## src/rtl/imem_loader.sv

```systemverilog
// Boot-time instruction loader: parses a framed byte stream, writes words into
// instruction memory, and releases the processor once the checksum verifies.
module imem_loader #(
  parameter int          MEM_WORDS = 64,
  parameter logic [31:0] ADDR_BASE = 32'h0000_0000
) (
  input  logic        clk,
  input  logic        rst,
  input  logic        byte_valid,
  input  logic [7:0]  byte_data,
  output logic        byte_ready,
  output logic        imem_we,
  output logic [31:0] imem_addr,
  output logic [31:0] imem_wdata,
  output logic        cpu_run,
  output logic        load_done,
  output logic        load_err
);

  localparam logic [2:0] S_CNT_HI = 3'd0;
  localparam logic [2:0] S_CNT_LO = 3'd1;
  localparam logic [2:0] S_DATA   = 3'd2;
  localparam logic [2:0] S_CSUM   = 3'd3;
  localparam logic [2:0] S_DONE   = 3'd4;
  localparam logic [2:0] S_ERR    = 3'd5;

  localparam logic [16:0] MAX_WORDS = 17'(MEM_WORDS);

  logic [2:0]  state;
  logic [7:0]  cnt_hi;
  logic [15:0] word_cnt;
  logic [15:0] index;
  logic [1:0]  byte_idx;
  logic [23:0] partial;
  logic [7:0]  acc;

  logic        accept;
  logic [15:0] count_now;
  logic [15:0] index_next;
  logic        oversize;

  // Ready is gated by rst so it reads low for the whole reset pulse.
  assign byte_ready = !rst && (state == S_CNT_HI || state == S_CNT_LO ||
                               state == S_DATA   || state == S_CSUM);
  assign accept     = byte_valid && byte_ready;
  assign count_now  = {cnt_hi, byte_data};
  assign oversize   = {1'b0, count_now} > MAX_WORDS;
  assign index_next = index + 16'd1;
  assign load_done  = cpu_run;

  always_ff @(posedge clk or posedge rst) begin
    if (rst) begin
      state      <= S_CNT_HI;
      cnt_hi     <= 8'd0;
      word_cnt   <= 16'd0;
      index      <= 16'd0;
      byte_idx   <= 2'd0;
      partial    <= 24'd0;
      acc        <= 8'd0;
      imem_we    <= 1'b0;
      imem_addr  <= ADDR_BASE;
      imem_wdata <= 32'd0;
      cpu_run    <= 1'b0;
      load_err   <= 1'b0;
    end else begin
      imem_we <= 1'b0;
      if (accept) begin
        case (state)
          S_CNT_HI: begin
            cnt_hi <= byte_data;
            state  <= S_CNT_LO;
          end
          S_CNT_LO: begin
            word_cnt <= count_now;
            if (oversize) begin
              state    <= S_ERR;
              load_err <= 1'b1;
            end else if (count_now == 16'd0) begin
              state <= S_CSUM;
            end else begin
              state <= S_DATA;
            end
          end
          S_DATA: begin
            acc      <= acc ^ byte_data;
            byte_idx <= byte_idx + 2'd1;
            // The fourth byte completes the word; the write is registered so
            // address and data are stable for the whole strobe cycle.
            if (byte_idx == 2'd3) begin
              imem_we    <= 1'b1;
              imem_wdata <= {partial, byte_data};
              imem_addr  <= ADDR_BASE + {14'd0, index, 2'b00};
              index      <= index_next;
              if (index_next == word_cnt) state <= S_CSUM;
            end else begin
              partial <= {partial[15:0], byte_data};
            end
          end
          S_CSUM: begin
            if (byte_data == acc) begin
              state   <= S_DONE;
              cpu_run <= 1'b1;
            end else begin
              state    <= S_ERR;
              load_err <= 1'b1;
            end
          end
          default: ;
        endcase
      end
    end
  end

endmodule

```

## config.mk

```make
export PLATFORM = sky130hd
export DESIGN_NAME = imem_loader
export DESIGN_NICKNAME = d
export VERILOG_FILES = /design/src/rtl/imem_loader.sv
export SDC_FILE = /design/constraint.sdc
export NUM_CORES = 1
export LEC_CHECK = 0
export CELL_PAD_IN_SITES_DETAIL_PLACEMENT = 1
export CELL_PAD_IN_SITES_GLOBAL_PLACEMENT = 1
export CORE_MARGIN = 2
export CORE_UTILIZATION = 43
export DETAILED_ROUTE_END_ITERATION = 12
export HOLD_SLACK_MARGIN = 0.12
export PLACE_DENSITY = 0.87
export RECOVER_POWER = 100
export SETUP_SLACK_MARGIN = 0.02
export SYNTH_ARGS = -nofsm -noshare
export SYNTH_HDL_FRONTEND = slang
export SYNTH_SLANG_ARGS = --single-unit
export TNS_END_PERCENT = 5
```

## constraint.sdc

```tcl
create_clock -name clk -period 4.2 [get_ports clk]
set_input_delay 0.42 -clock clk [delete_from_list [all_inputs] [get_ports clk]]
set_output_delay 0.42 -clock clk [all_outputs]
set_load 0.1 [all_outputs]
```

== Word level (Yosys, flattened, before mapping) ==
Cells that the tools add are included.

* Register bits: 128
* Input port bits: 11
* Output and inout bits: 69
* Word-level logic and storage cells: 57

* $add $sub $neg: 2
* Magnitude comparators: 1
* Equal/unequal tests: 10
* Muxes and demuxes: 12
* Bitwise logic cells: 2
* Reductions and logical operators: 18

{| class="wikitable"
|+ Operators by type and width
! operator !! number
|-
| 16-bit by 1-bit adder with 16-bit output (second input constant) || 1
|-
| 16-bit == test || 1
|-
| 16-bit by 7-bit > comparator with 1-bit output (second input constant) || 1
|-
| 16-bit logical NOT || 1
|-
| 3-bit case mux with 4 select lines || 1
|-
| 3-bit 2-to-1 mux || 3
|-
| 3-bit AND reduction || 3
|-
| 8-bit == test || 1
|-
| 4-bit AND reduction || 2
|-
| 8-bit XOR || 1
|-
| 1-bit 2-to-1 mux || 7
|-
| 3-bit by 2-bit == test with 1-bit output (second input constant) || 2
|-
| 2-bit AND reduction || 3
|-
| 2-bit by 1-bit inequality test with 1-bit output (second input constant) || 2
|-
| 2-bit inequality test (second input constant) || 2
|-
| 4-bit nonzero test || 1
|-
| 3-bit by 1-bit == test with 1-bit output (second input constant) || 1
|-
| 3-bit logical NOT || 1
|-
| 1-bit logical OR || 3
|-
| 2-bit by 1-bit adder with 2-bit output (second input constant) || 1
|-
| 2-bit == test (second input constant) || 1
|-
| 1-bit logical AND || 2
|-
| 1-bit case mux with 2 select lines || 1
|-
| 2-bit nonzero test || 1
|-
| other kinds (2) || 2
|}

== Depth between registers and ports, before layout ==
* Depth after elaboration: 7
* Gate-level depth with buffers: 9

== Worst setup path after synthesis ==
Ideal clock, no wire load.

* Path kind: input to register
* Start point: in rst
* End point: reg partial[0]
* Library setup time: 0.125 ns
* Data arrival time: 3.253 ns
* Path slack: 0.823 ns
* Cell stages on the path: 7
* Path through: nor2_1 nand2_1 nor3b_1 nor2b_1 buf_2 buf_2 mux2_2

* Word-level cells in the longest chain between the ends: 4

{| class="wikitable"
|+ Ends and longest elaborated chain
! element !! RTL line !! source
|-
| from (decl) || 8 || <nowiki>input logic rst,</nowiki>
|-
| 1-bit logical NOT (no line) || n/a ||
|-
| 1-bit logical AND || 43 || <nowiki>assign byte_ready = !rst && (state == S_CNT_HI || state == S_CNT_LO ||</nowiki>
|-
| 1-bit logical AND || 45 || <nowiki>assign accept = byte_valid && byte_ready;</nowiki>
|-
| 3-bit AND reduction (no line) || n/a ||
|-
| to (signal assigned) || 96 || <nowiki>partial <= {partial[15:0], byte_data};</nowiki>
|-
| to (decl) || 34 || <nowiki>logic [23:0] partial;</nowiki>
|}

Every way passes these cells.
A chain may end at the register's enable or synchronous reset.

== Worst setup path in the final report ==
* Start point: in rst
* End point: reg index[6]

* Word-level cells in the longest chain between the ends: 4

{| class="wikitable"
|+ Ends and longest elaborated chain
! element !! RTL line !! source
|-
| 1-bit logical NOT (no line) || n/a ||
|-
| 1-bit logical AND || 43 ||
|-
| 1-bit logical AND || 45 ||
|-
| 3-bit AND reduction (no line) || n/a ||
|-
| to (signal assigned) || 93 || <nowiki>index <= index_next;</nowiki>
|-
| to (decl) || 32 || <nowiki>logic [15:0] index;</nowiki>
|}

Every way passes these cells.

==> results.txt <==
unrepaired setup endpoints after global routing: false
met2 routed WL: 7.55 mm
final non-filler cell total: 786
Root Buffer: clkbuf_16
Worst Hold End: imem_addr[8]$_DFFE_PP0P_
Synth Cell Area: 5730 sq um
max_slew headroom: 24.4%
crit path max-delay cell type: inv_1
FF+latch count, synth: 128
ys async rst share: 100%
Power Density: 510 nW/um^2
pin count of the biggest net entering global routing: 78
M1 wire length: 6.34 mm
total routed wirelength: 14.6 mm
Worst Hold Class: reg2reg
Post-synth EDFFs: 0
hold_sp: imem_addr[8]$_DFFE_PP0P_
dpl hpwl: 9.60 mm
Area Growth Syn to Fin: 23.1%
Fin. Hold Viols: 0
antenna violations before repair: 0
start point of the critical path: rst
Row Count: 42
distinct cell type count after synthesis: 42
Die Height: 119 um
cell mode on critical path: nand2_1
Synth area leader: dfrtp_1
DR top layer: met4
worst vdd ir: 0.257 mV
fraction of layout cells with a size suffix above 1: 14.9%
Slew Limit Fails: 0
clock sink count: 128
vias: 4105
Post-synth top cells: nand2_1 (168), dfrtp_1 (128), mux2_2 (49)
all-layer global routing usage: 22.2%
final core utilization: 53.7%
GP Congestion: 0.770
placed cells: 754
Tot Pwr: 0.00360 W
clock tree buffer depth: 2
Die ar.: 14300 sq um
sequential share of the synthesized area: 55.9%
Worst R2R Start: index[0]$_DFFE_PP0P_
status: finished clean
post-CTS resize count: 0
CP arrival: 3.62 ns
Main synth FF type: dfrtp_1
Hold-fix buffers, CTS: 0
first-pass iteration count of the detailed router: 4
TritonCTS clock tree: built
Initial Utilization: 43.6%
CTS Buf Count: 17
first-pass GRT wire length: 24.1 mm
top-count cell post-synth: nand2_1
Synth area leaders: dfrtp_1 (56%), nand2_1 (11%), mux2_2 (9.6%)
R2R setup slack: 1.10 ns
Final Skew: 0.00691 ns
DRT iter0 DRCs: 212
Pleak: 3.58 nW
synth warn: 0
fillcell total: 1429
worst skew pair latency: 0.43 ns
Setup crit start kind: input port
critical-path cell list: dlygate4sd3_1, nor2_1, nand2_1, nor3b_1, clkbuf_1, nand2_2, inv_1, nand2_1, nor3_1, xor2_1
Via density: 5.22
DR DRC count: 0
area fraction of the dominant cell type after synthesis: 55.9%
Hold Path Stages: 2
H-tree depth: 4
Placeable Area: 13100 sq um
Max Fanout on Critical Path: 30
Die Span X: 119 um
Port-buffer cells: 63
Mapped Avg Cell Area: 10.7 sq um
Antenna Nets Post-Route: 0
Worst Setup End Kind: register
fin crit period: 3.28 ns
Worst R2R Path Depth: 8
gr ovfl total: 0
I/O pin count: 80
Max Freq: 305 MHz
vias in the first global route: 4540
Crit path required time: 4.55 ns
transition time at the pin with the least slew margin: 1.13 ns
post-CTS setup buffers: 0
CP Class: in2reg
final setup fails: 0
DR WL/cell: 18.6 um
max-cap violations: 0
CP max stage delay: 0.74 ns
antenna diode count: 0
Min Hold Slack: 0.468 ns
# nets final: 610
Final Cycle Share: 78.0%
Reg clk slew, reported paths: 0.05 ns
reg-to-reg endpoint: state[0]$_DFFE_PP0P_
post-route setup TNS: 0 ns
Syn Inst Count: 536
Met3 Routed Length: 467 um
## worst max-delay path: cells and delay by family
family                 cells  cell delay [ns]
AND/OR/NAND/NOR            6             1.21
buffers and inverters      3             1.79
XOR/XNOR                   1             0.17
## state kept, by name (all words and copies together) (netlist names)
signal and flops:
imem_addr 16, load_err 1, state 3, imem_we 1
acc 8, word_cnt 16, byte_idx 2, imem_wdata 32
cpu_run 1, index 16, partial 24, cnt_hi 8
## per-stage QoR
| step | cell area [sq um] | setup slack, ns |
|---|---|---|
| 3_5_place_dp | 6420 | 1.25 |
| 6_report | 7060 | 0.924 |
| 5_1_grt | 7060 | 0.648 |
| 2_1_floorplan | 5790 | 0.367 |
| 4_1_cts | 7070 | 1.36 |
| 3_3_place_gp | 6420 | 1.49 |
## cell families (layout without fill, tap and decap cells)
logic type      count (synthesis)  after routing  synth area share [%]
xor+xnor                       57             57                  8.71
flops                         128            128                  55.9
mux                            50             50                  9.80
fa+ha+maj                       2              2                 0.436
compound gates                 22             22                  2.60
other cells                     1             16                0.0654
simple gates                  228            228                  17.2
buf+inv                        48            107                  5.30
## worst max-delay path by stage
stage,end,slack (ns)
5_1_grt,index[6]$_DFFE_PP0P_,0.65
2_1_floorplan,acc[0]$_DFFE_PP0P_,0.37
3_3_place_gp,index[6]$_DFFE_PP0P_,1.49
4_1_cts,state[0]$_DFFE_PP0P_,1.36
6_report,index[6]$_DFFE_PP0P_,0.92
3_5_place_dp,imem_wdata[27]$_DFFE_PP0P_,1.25
## placed cells by master, fill, tap and decap left out, drive strengths merged, types with 16 or more instances in the layout
cell type	synthesis	layout
nand2	168	168
dfrtp	128	128
dlygate4sd3	0	55
mux2	49	49
xnor2	37	37
xor2	20	20
clkbuf	18	20
nor2	18	18
conb	1	16
## area by class of cell
| cell class | instances | area (sq um) | area share (%) |
|---|---|---|---|
| repair buffers | 68 | 677 | 9.59 |
| well taps | 176 | 220 | 3.12 |
| inverters | 7 | 28.8 | 0.408 |
| clock buffers | 19 | 443 | 6.28 |
| clock inverters | 13 | 210 | 2.98 |
| flip-flops and latches | 128 | 3200 | 45.4 |
| multi-input cells | 375 | 2270 | 32.2 |
## per-layer routing
layer	global-route usage, %	up-vias
met5	0	-
met4	9.04	0
met3	5.27	28
met2	37.9	98
met1	26.9	2130
li1	-	1849
## where the power goes
group | switching [W] | internal [W] | leakage (nW) | total (W)
combinational | 0.000287 | 0.000201 | 1.54 | 0.000487
sequential | 0.000124 | 0.00136 | 1.73 | 0.00148
clock | 0.000562 | 0.00107 | 0.314 | 0.00163
(Power assumes the default switching activity.)
==> patch: new RTL, config.mk and constraints unchanged <==
Make the reset (`rst`) synchronous in one clocked block.
--- a/src/rtl/imem_loader.sv
+++ b/src/rtl/imem_loader.sv
@@ -48,7 +48,7 @@
   assign index_next = index + 16'd1;
   assign load_done  = cpu_run;
 
-  always_ff @(posedge clk or posedge rst) begin
+  always_ff @(posedge clk) begin
     if (rst) begin
       state      <= S_CNT_HI;
       cnt_hi     <= 8'd0;
Behaviour: differs if rst is asserted again (counterexample within 4 cycles, from zero or initial values and one cycle with rst high); with rst held inactive, the same outputs for 4 cycles.
==> patch against the original RTL <==
  * Sequential cell count unchanged
  * Area after synthesis decreased by 4.9%
  * Routed wire length about the same
  * Non-clock buffer count decreased by 1
  * Final area decreased by 7.2%
  * Worst setup slack improved by 0.039 ns
  * Utilization decreased by 1.4 points
  * Clock skew increased by 0.0024 ns
  * Hold slack got worse by 0.026 ns
  * Sequential share of layout area decreased by 6.3 points
  * Global-route usage increased by 0.75 points
Power is not compared: it rests on default switching activity, and its combinational part moved more than twofold at a synthesized area within 25%.
==> patch: results <==
[status]
outcome = finished, final reports clean

[worst_setup_path]
worst-path-max-fanout = 50
cp-startpoint = byte_valid
worstPathArrival_ns = 3.51
critPathTopFamily = simple AND/OR/NAND/NOR gates
reg2reg_from = state[2]
cp_slowest_cell = clkbuf_2
slowest_delay_ns = 0.64

[cts]
postCtsSetupBuffers = 0
cts-root-buf = clkbuf_16
clkTransAtPathRegs_ns = 0.05
clk_latency_ns = 0.42
h-tree-depth = 4
cts_buffers = 17
ctsResizeCount = 0
cts_buffer_depth = 2

[power]
vdd_ir_drop_max_mv = 0.188
leakage_nw = 2.37

[yosys]
postSynth.asyncResetShare_pct = 0
synth_top_cells_by_area = dfxtp_1 (47%), nand2_1 (14%), a21oi_1 (9.0%)
ys_seq_area_share_pct = 47.0
synth_cell_type_count = 43
synthFlopType = dfxtp_1
yosysWarnings = 0
avgSynthCellArea_um2 = 7.91
yosys-top-cells-count = nand2_1 (200), dfxtp_1 (128), a21oi_1 (98), nor2_1 (50), clkbuf_1 (36)

[sta]
fin_skew_ns = 0.00934
slew-limit-headroom_pct = 3.66

[final_layout]
nNetsFinal = 736
antenna_cells = 0
fin_cells = 905
top_regs = imem_wdata: 32 flops, partial: 24 flops
fillCellCount = 1540
drive_above_1_share_pct = 4.64

[detailed_routing]
first_pass_iters = 4
routedWlPerCell_um = 16.2
drt-vias-per-instance = 5.20
drt_iter0_drc = 399

[place]
dp_hpwl_um = 9610
dp_cells = 875
io_buffer_count = 63
place_area_um2 = 6030
gp_congestion = 0.834

[grt]
antenna_found_initial = 0
grt_usage_pct = 22.9
grt_first_pass_wirelength_um = 24100
grt_pass1_vias = 4873
grt_start_max_net_pins = 82

[worst_hold_path]
min_from = rst
hp-class = in -> reg
patch: final timing paths:
path                                endpoint  slack (ns)  depth (start not counted)
worst min register to register  imem_addr[9]        0.45                          2
worst max register to register      index[5]        1.19                          7
worst max-delay path                index[5]        0.96                          8
worst min-delay path                  acc[5]        0.44                          2
patch: layer usage:
| metal | GRT usage [%] | part of all wire, % | wire length [um] |
|---|---|---|---|
| met1 | 28.6 | 43 | 6350 |
| met2 | 39.1 | 51 | 7550 |
| met3 | 5.45 | 4.0 | 593 |
| met4 | 7.53 | 1.1 | 162 |
| met5 | 0 | 0 | 0 |
patch: power by group:
group / internal [W] / switching (W)
logic: 0.0000271 / 0.000123
registers: 0.00122 / 0.00000762
clock network: 0.000831 / 0.000515
patch: final cells by class:
class | count | area (um2) | share of cell area (%)
multi-input combinational | 506 | 2580 | 39.3
sequential | 128 | 2560 | 39.1
timing repair buffer | 67 | 656 | 10.0
clock buffer | 23 | 468 | 7.15
tap | 172 | 215 | 3.29
clock inverter | 7 | 62.6 | 0.955
inverter | 2 | 8.76 | 0.134
patch: through the flow:
step | setup slack, ns | power [W] | util (%)
after floorplan | 1.70 | 0.00139 | -
after global placement | 1.07 | 0.00140 | 48.2
after detailed placement | 0.888 | 0.00141 | 48.2
after CTS | 1.26 | 0.00274 | 52.4
after global routing | 0.765 | 0.00281 | 52.3
final | 0.963 | 0.00273 | 52.3
patch: cells by family after synthesis:
family,count (synthesis),share of synthesized area [%]
other cells,1,0.0688
compound gates,112,10.7
xor+xnor,54,8.68
mux,10,1.84
flops,128,47.0
buf+inv,70,6.54
simple gates,311,24.4
fa+ha+maj,3,0.689
patch: worst reg2reg max path, cell delays in order (launching register included):
cell and delay [ns]:
dfxtp_1 0.35, or3b_1 0.51, nor3b_4 0.54, nand2_1 0.19
clkbuf_2 0.64, nor3_1 0.44, xnor2_1 0.15, nor2_1 0.05
